**src/rtl/var_delay_pkg.sv**
```systemverilog
// Shared helpers for the variable-length delay chain.
package var_delay_pkg;

   // Map a requested delay onto the legal tap range 1..max_len.
   function automatic int dly_clamp(input int d, input int max_len);
      if (d < 1) return 1;
      if (d > max_len) return max_len;
      return d;
   endfunction

endpackage

```
**src/rtl/var_delay_stage.sv**
```systemverilog
// One register stage of the delay chain: CH x DW data word plus a valid bit.
module var_delay_stage
   import var_delay_pkg::*;
#(
   parameter int DW = 8,
   parameter int CH = 2
) (
   input  logic                   clk,
   input  logic                   rst,
   input  logic                   en,
   input  logic                   clr_valid,
   input  logic [CH-1:0][DW-1:0]  d_data,
   input  logic                   d_valid,
   output logic [CH-1:0][DW-1:0]  q_data,
   output logic                   q_valid
);

   // Data advances only on enabled edges; valid also clears on a disabled
   // clear, while an enabled edge always captures the incoming valid bit.
   always_ff @(posedge clk) begin
      if (rst) begin
         q_data  <= '0;
         q_valid <= 1'b0;
      end else begin
         if (en) begin
            q_data  <= d_data;
            q_valid <= d_valid;
         end else if (clr_valid) begin
            q_valid <= 1'b0;
         end
      end
   end

endmodule

```
**src/rtl/var_delay_chain.sv**
```systemverilog
// Multi-channel delay line with run-time selectable tap, stall, flush and
// fill tracking. Output is a mux over stage registers (no extra latency).
module var_delay_chain
   import var_delay_pkg::*;
#(
   parameter  int DW      = 8,
   parameter  int CH      = 2,
   parameter  int MAX_LEN = 8,
   localparam int DLYW    = $clog2(MAX_LEN + 1)
) (
   input  logic                   clk,
   input  logic                   rst,
   input  logic                   en,
   input  logic                   flush,
   input  logic [DLYW-1:0]        dly,
   input  logic                   in_valid,
   input  logic [CH-1:0][DW-1:0]  in,
   output logic                   out_valid,
   output logic [CH-1:0][DW-1:0]  out,
   output logic                   primed
);

   logic [CH-1:0][DW-1:0] st_data [1:MAX_LEN];
   logic [MAX_LEN:1]      st_valid;

   logic [DLYW-1:0] dly_q;
   logic [DLYW-1:0] fill_cnt;
   logic [DLYW-1:0] dly_eff_q;
   logic [DLYW-1:0] dly_eff_in;
   logic            dly_change;
   logic            clr;

   assign dly_eff_q  = DLYW'(dly_clamp(int'(dly_q), MAX_LEN));
   assign dly_eff_in = DLYW'(dly_clamp(int'(dly), MAX_LEN));

   // Only a change of the clamped delay matters; raw values that clamp to
   // the same tap keep the stream intact.
   assign dly_change = (dly_eff_in != dly_eff_q);
   assign clr        = flush | dly_change;

   // Stage 1 always takes the live input so a word presented on a clearing
   // edge survives; deeper stages drop their incoming valid on a clear.
   for (genvar k = 1; k <= MAX_LEN; k++) begin : g_stage
      logic [CH-1:0][DW-1:0] d_data;
      logic                  d_valid;

      if (k == 1) begin : g_first
         assign d_data  = in;
         assign d_valid = in_valid;
      end else begin : g_rest
         assign d_data  = st_data[k-1];
         assign d_valid = st_valid[k-1] & ~clr;
      end

      var_delay_stage #(
         .DW (DW),
         .CH (CH)
      ) u_stage (
         .clk       (clk),
         .rst       (rst),
         .en        (en),
         .clr_valid (clr),
         .d_data    (d_data),
         .d_valid   (d_valid),
         .q_data    (st_data[k]),
         .q_valid   (st_valid[k])
      );
   end

   // Registered delay selection and saturating fill counter.
   // dly_q follows dly only on enabled edges; a pending change seen while
   // stalled keeps clearing until the next enabled edge commits it.
   always_ff @(posedge clk) begin
      if (rst) begin
         dly_q    <= '0;
         fill_cnt <= '0;
      end else begin
         if (en) dly_q <= dly;
         if (clr) begin
            fill_cnt <= en ? DLYW'(1) : '0;
         end else if (en && (fill_cnt < DLYW'(MAX_LEN))) begin
            fill_cnt <= fill_cnt + DLYW'(1);
         end
      end
   end

   // Output tap selected by the registered, clamped delay.
   always_comb begin
      out       = '0;
      out_valid = 1'b0;
      for (int unsigned k = 1; k <= MAX_LEN; k++) begin
         if (DLYW'(k) == dly_eff_q) begin
            out       = st_data[k];
            out_valid = st_valid[k];
         end
      end
   end

   assign primed = (fill_cnt >= dly_eff_q);

endmodule

```
**config.mk**
```make
export PLATFORM = sky130hd
export DESIGN_NAME = var_delay_chain
export DESIGN_NICKNAME = d
export VERILOG_FILES = /design/src/rtl/var_delay_pkg.sv /design/src/rtl/var_delay_stage.sv /design/src/rtl/var_delay_chain.sv
export SDC_FILE = /design/constraint.sdc
export NUM_CORES = 1
export LEC_CHECK = 0
export ABC_AREA = 1
export BUFFER_PORTS_ARGS = -buffer_cell sky130_fd_sc_hd__buf_2
export CAP_MARGIN = 20
export CORE_MARGIN = 10
export CORE_UTILIZATION = 67
export CTS_BUF_LIST = sky130_fd_sc_hd__clkbuf_8
export CTS_CLUSTER_SIZE = 25
export DETAILED_ROUTE_END_ITERATION = 10
export GPL_ROUTABILITY_DRIVEN = 0
export GPL_TIMING_DRIVEN = 1
export PLACE_DENSITY = 0.95
export SYNTH_ARGS = -nofsm -noshare
export SYNTH_HDL_FRONTEND = slang
export SYNTH_HIERARCHICAL = 1
export SYNTH_SLANG_ARGS = --single-unit
```
**constraint.sdc**
```tcl
create_clock -name clk -period 2.5 [get_ports clk]
set_input_delay 0.125 -clock clk [delete_from_list [all_inputs] [get_ports clk]]
set_output_delay 0.125 -clock clk [all_outputs]
set_load 0.02 [all_outputs]
```
==> metrics, run 1 <==
status completed; total power between 4 and 5 mW; iteration-0 DRC count of the detailed router slightly above 600; clk_skew around 13 ps; Setup violations, final 0; Slew HR 68.6%; GRT Total Usage approximately 22%; DRC 0; worst hold-check path type input port to flip-flop; worst setup path end out[2]; synthesized flop and latch total around 140; Wirelength per Cell 14.1 um; final net count ~1.0k; Synth cell types 29; Final HPWL DP roughly 11000 um; Fin Setup TNS 0 ps; warnings from Yosys 6; FF-to-FF Start dly_q[1]; Tightest Pin Transition around 470 ps; P per Cell Area 689 nW/um^2; internal reg-to-reg setup slack ~400 ps; Inserted Clock Buffers 17; H-tree levels 4; critical path arrival 2250 ps; vias per inst between 5 and 6; Final period util between 90% and 100%; Net Count, Synth 961; initial antenna violation count 0; Max Slew Vio Count 0; area of the core around 10000 um^2; Skew-Pair Late Insertion Delay ~450 ps; Worst setup SP type flip-flop; Cells after Synth ~930; Final Non-Filler Cells around 1.1k; Die Width ~120 um; leakage ~3.2 nW; CTS sink cnt roughly 140; RSZ-0062 raised after global routing false; f_max between 400 and 500 MHz; Cell Rows 36; vias post-DR roughly 6.3k; first-pass GRT wire length around 27000 um; Worst Path Required roughly 2400 ps; drt pass-1 iters 6; Cells after DPL around 1.1k; Reg-to-Reg End g_stage[8].u_stage/q_valid; grt total ovfl 0; endpoint class of the critical path output port; sequential fraction of the synthesis area about 43%; pin count of the biggest net entering global routing 87; Top Ports 43; clock-pin slew of the registers on the worst-case setup and hold paths 80 ps; VDD IR max between 0.0004 and 0.0005 V; Syn Std Cell Area 6640 um^2; Setup CP Type flip-flop to output port; Fin Hold WS between 40 and 50 ps; CTS tree done; critical path fanouts, max 16; Critical Path Start dly_q[3]; Longest Clk Path Bufs 2; Final Hold Viols 0; layout cell share with drive strength beyond 1 ~13%; final WL about 16000 um; Worst R2R Path Depth 12; vias in the first global route 5891; Die Area approximately 14000 um^2; chip height 120 um; Max Cap Violations 0; final instance area between 7000 and 8000 um^2; Port Buffers 42; synthesized area per cell 7.13 um^2; P&R area growth vs syn 9.08%; fin crit period 2370 ps; diode count 0; Detail Route Antenna Nets 0; CTS Root Cell clkbuf_8; Placed Area 6650 um^2; Initial Util 68.2%
## power by group
part	switching [mW]	internal, mW	leakage (nW)
logic	0.443	0.238	1.81
clock network	0.992	0.765	0.195
registers	0.117	2.44	1.19
## final cells by class
cell class / instances / area [um^2]
Inverter: 60 / 289
Fill cell: 761 / 2490
Tap cell: 133 / 166
Sequential cell: 144 / 2880
Clock buffer: 18 / 248
Timing Repair Buffer: 69 / 485
Multi-Input combinational cell: 683 / 3030
Clock inverter: 14 / 136
## worst min-delay path by stage
stage | end | slack [ps] | depth (start not counted) | startpoint
global route | dly_q[1] | 60 | 3 | dly[1]
floorplan | dly_q[2] | 210 | 1 | en
global placement | g_stage[1].u_stage/q_data[1] | 350 | 3 | in[1]
detailed placement | g_stage[1].u_stage/q_data[1] | 360 | 3 | in[1]
CTS | dly_q[0] | 10 | 3 | dly[0]
finish | dly_q[1] | 40 | 3 | dly[1]
## flip-flops by register name, indices dropped and copies added, names as in the netlist
signal	flops
g_stage.u_stage/q_valid	8
g_stage.u_stage/q_data	128
dly_q	4
fill_cnt	4
## per-layer routing
layer  global-route usage (%)  share of wire [%]  vias to the layer above
met2                     39.2                 51                      237
met3                     4.31                6.4                       44
met1                     25.9                 40                     2905
li1                         -                  -                     3077
met4                     9.88                2.4                        0
met5                        0                  0                        -
## repair_timing
item                       CTS  global route
setup endpoints to repair    0            17
hold endpoints to repair    18             0
gates resized for setup      0             2
hold buffers                18             0
buffers inserted             0             1
## logic make-up (layout without fill, tap and decap cells)
kind of cell / count (synthesis) / after routing / share of synthesized area (%)
buffers and inverters: 104 / 161 / 10.9
AO/OA/AOI/OAI: 172 / 172 / 13.1
adder cells (fa/ha/maj): 5 / 5 / 0.942
flip-flops: 144 / 144 / 43.4
XOR/XNOR: 1 / 1 / 0.132
AND/OR/NAND/NOR: 505 / 505 / 31.5
## placed cells by master (no fill, tap or decap), drive strengths merged
cell type,count
a21oi,33
a41oi,1
buf,51
clkbuf,18
clkinv,4
clkinvlp,2
dfxtp,144
dlygate4sd3,18
ha,5
inv,68
nand2,163
nand3,6
nand4,36
nor2,285
nor3,1
nor4,1
o211ai,1
o21ai,136
o21bai,1
or2,13
xor2,1
## through the flow
stage | setup slack (ps) | utilization (%)
2_1_floorplan | 888 | -
3_3_place_gp | 571 | 68.4
3_5_place_dp | 518 | 68.4
4_1_cts | 20.1 | 74.2
5_1_grt | 16.4 | 74.4
6_report | 128 | 74.4
## Yosys cell counts
master	number	area [um^2]
o21ai_0	61	305
ha_1	5	62.6
buf_6	9	101
buf_8	16	240
xor2_1	1	8.76
nor2_1	274	1030
nor3_4	1	16.3
o21ai_1	75	375
inv_2	11	41.3
nand3_1	6	30.0
buf_2	14	70.1
clkbuf_1	3	11.3
buf_4	2	15.0
a21oi_1	33	165
or2_2	6	37.5
inv_1	39	146
nor2_2	10	62.6
dfxtp_1	144	2880
nor2_4	1	11.3
o21bai_1	1	7.51
nand2_2	2	12.5
inv_8	8	90.1
nor4_4	1	21.3
o211ai_1	1	7.51
or2_0	7	43.8
nand2_1	161	604
nand4_1	36	225
clkinv_1	2	7.51
a41oi_1	1	8.76
## worst max-delay path: stages (launching register included)
cell and delay [ps]:
dfxtp_1 390, inv_2 130, nand2_2 100, nor3_4 320, inv_2 210, or2_2 310
nand2_1 100, nand4_1 80, buf_2 170
No activity file was read; power rests on OpenSTA's default activity.
==> inputs of run 2 (changes only) <==
--- a/config.mk
+++ b/config.mk
@@ -15,6 +15,7 @@
 export DETAILED_ROUTE_END_ITERATION = 10
 export GPL_ROUTABILITY_DRIVEN = 0
 export GPL_TIMING_DRIVEN = 1
+export HOLD_SLACK_MARGIN = 0.12
 export PLACE_DENSITY = 0.95
 export SYNTH_ARGS = -nofsm -noshare
 export SYNTH_HDL_FRONTEND = slang
==> metrics, run 2 (synthesized netlist as in run 1, its figures left out) <==
slowest stage delay, CP 390 ps (about the same); leakage 3.21 nW (was 3.20 nW); clk_skew 12.8 ps (was 13.0 ps); register area 2880 um^2 (unchanged); vias per inst 5.57 (was 5.59); CP cell instances inv_2, nand2_2, nor3_4, inv_2, or2_2, nand2_1, nand4_1, buf_2 (unchanged); Fin Setup TNS 0 ps (unchanged); Final period util 94.9% (about the same); Max Slew Vio Count 0 (unchanged); Longest Clk Path Bufs 2 (unchanged); Port Buffers 42 (unchanged); RSZ-0062 raised after global routing false (unchanged); Die Area 14300 um^2 (unchanged); leading cell type in the layout, fill and taps excluded nor2_1 (unchanged); Tightest Pin Transition 474 ps (was 472 ps); Wirelength per Cell 14.2 um (was 14.1 um); Cell Rows 36 (unchanged); Fin Hold WS 151 ps (was 44.2 ps); most used cell, CP inv_2 (unchanged); Slew HR 68.4% (was 68.6%); P per Cell Area 688 nW/um^2 (was 689 nW/um^2); worst hold-check path type input port to flip-flop (unchanged); first-pass GRT wire length 27100 um (was 27000 um); internal reg-to-reg setup slack 400 ps (about the same); max FFs per register 128 (unchanged); VDD IR max 0.000448 V (about the same); critical path arrival 2250 ps (about the same); Die Width 120 um (unchanged); worst path bufs/invs 3 (unchanged); CTS sink cnt 144 (unchanged); critical path fanouts, max 16 (unchanged); Worst setup SP type flip-flop (unchanged); most frequent cells in the layout nor2_1 (274), nand2_1 (161), dfxtp_1 (143), o21ai_1 (75), o21ai_0 (61) (unchanged); Placed Area 6650 um^2 (unchanged); fin crit period 2370 ps (about the same); final net count 1008 (was 1005); GRT Total Usage 22.4% (about the same); final instance area 7270 um^2 (was 7240 um^2); Top Ports 43 (unchanged); Setup CP Type flip-flop to output port (unchanged); vias in the first global route 5904 (was 5891); chip height 120 um (unchanged); Initial Util 68.2% (unchanged); CTS Root Cell clkbuf_8 (unchanged); Max Cap Violations 0 (unchanged); P&R area growth vs syn 9.53% (was 9.08%); Worst Path Required 2380 ps (about the same); Regs by FF count g_stage.u_stage/q_data: 128 flops, g_stage.u_stage/q_valid: 8 flops (unchanged); area occupied by multi-input gates 3030 um^2 (unchanged); H-tree levels 4 (unchanged); pin count of the biggest net entering global routing 87 (unchanged); CTS tree done (unchanged); final WL 16000 um (was 15800 um); Skew-Pair Late Insertion Delay 450 ps (about the same); endpoint class of the critical path output port (unchanged); f_max 421 MHz (was 422 MHz); clock-pin slew of the registers on the worst-case setup and hold paths 90 ps (was 80 ps); Max stage delay cell, worst path dfxtp_1 (unchanged); vias post-DR 6259 (was 6263); total power 5.00 mW (was 4.99 mW); Final HPWL DP 10600 um (unchanged); Final Hold Viols 0 (unchanged); diode count 0 (unchanged); # fillers 752 (was 761); iteration-0 DRC count of the detailed router 613 (was 618); grt total ovfl 0 (unchanged); Setup violations, final 0 (unchanged); initial antenna violation count 0 (unchanged); drt pass-1 iters 6 (unchanged); Worst path top cell family by delay simple AND/OR/NAND/NOR gates (unchanged); Detail Route Antenna Nets 0 (unchanged); layout cell share with drive strength beyond 1 12.6% (was 12.7%); area of the core 9730 um^2 (unchanged); largest reg by FF count g_stage.u_stage/q_data (unchanged); Inserted Clock Buffers 17 (unchanged); DRC 0 (unchanged); status completed (unchanged)
-- run 2: cell count changes in the layout (fill, tap and decap cells not counted), sizes merged --
cell | previous run | this run
dlygate4sd3 | 18 | 21
-- run 2: per-layer routing --
layer / routed length (um) / vias to the layer above / global-route usage, %
li1: - / 3083 / -
met5: 0 / - / 0
met3: 880 / 48 / 4.22
met1: 6550 / 2903 / 26.0
met2: 8150 / 225 / 39.4
met4: 427 / 0 / 9.88
-- run 2: worst reg2reg max path, stage by stage (launching register included) --
cell,delay [ps]
dfxtp_1,490
inv_1,170
nand2_1,160
nand2_1,110
nand2_1,80
nand2_1,50
nor2_1,220
nand2_2,280
nor2_1,170
inv_1,70
nand2_1,50
nand2_1,60
nor2_1,120
-- run 2: area by class of cell --
class | count | area share, %
flip-flops and latches | 144 | 39.7
repair buffers | 72 | 7.09
clock buffers | 18 | 3.41
clock inverters | 14 | 1.88
well taps | 133 | 2.29
multi-input cells | 683 | 41.7
inverters | 60 | 3.97
-- run 2: through the flow --
step	utilization, %	worst slack (ps)	cells
after floorplan	-	888	931
after global placement	68.4	571	1070
after detailed placement	68.4	518	1070
after CTS	74.5	20.1	1123
after global routing	74.8	16.4	1124
final	74.8	126	1124
-- run 2: power breakdown --
part / total [mW] / switching [mW] / leakage, nW / internal, mW
combinational: 0.686 / 0.445 / 1.82 / 0.241
sequential: 2.55 / 0.117 / 1.19 / 2.44
clock: 1.76 / 0.999 / 0.195 / 0.765
-- run 2: path summary, 6_finish.rpt --
kind | start | cells after the start | end
min reg2reg | g_stage[5].u_stage/q_data[6] | 2 | g_stage[6].u_stage/q_data[6]
max reg2reg | dly_q[1] | 12 | g_stage[8].u_stage/q_valid
min | flush | 6 | fill_cnt[2]
max | dly_q[3] | 8 | out[2]
-- run 2: repair_timing --
action | CTS | global route
setup buffers | 0 | 1
endpoints found under the setup margin | 0 | 17
hold endpoints to repair | 21 | 0
hold buffers | 21 | 0
resized for setup | 0 | 2
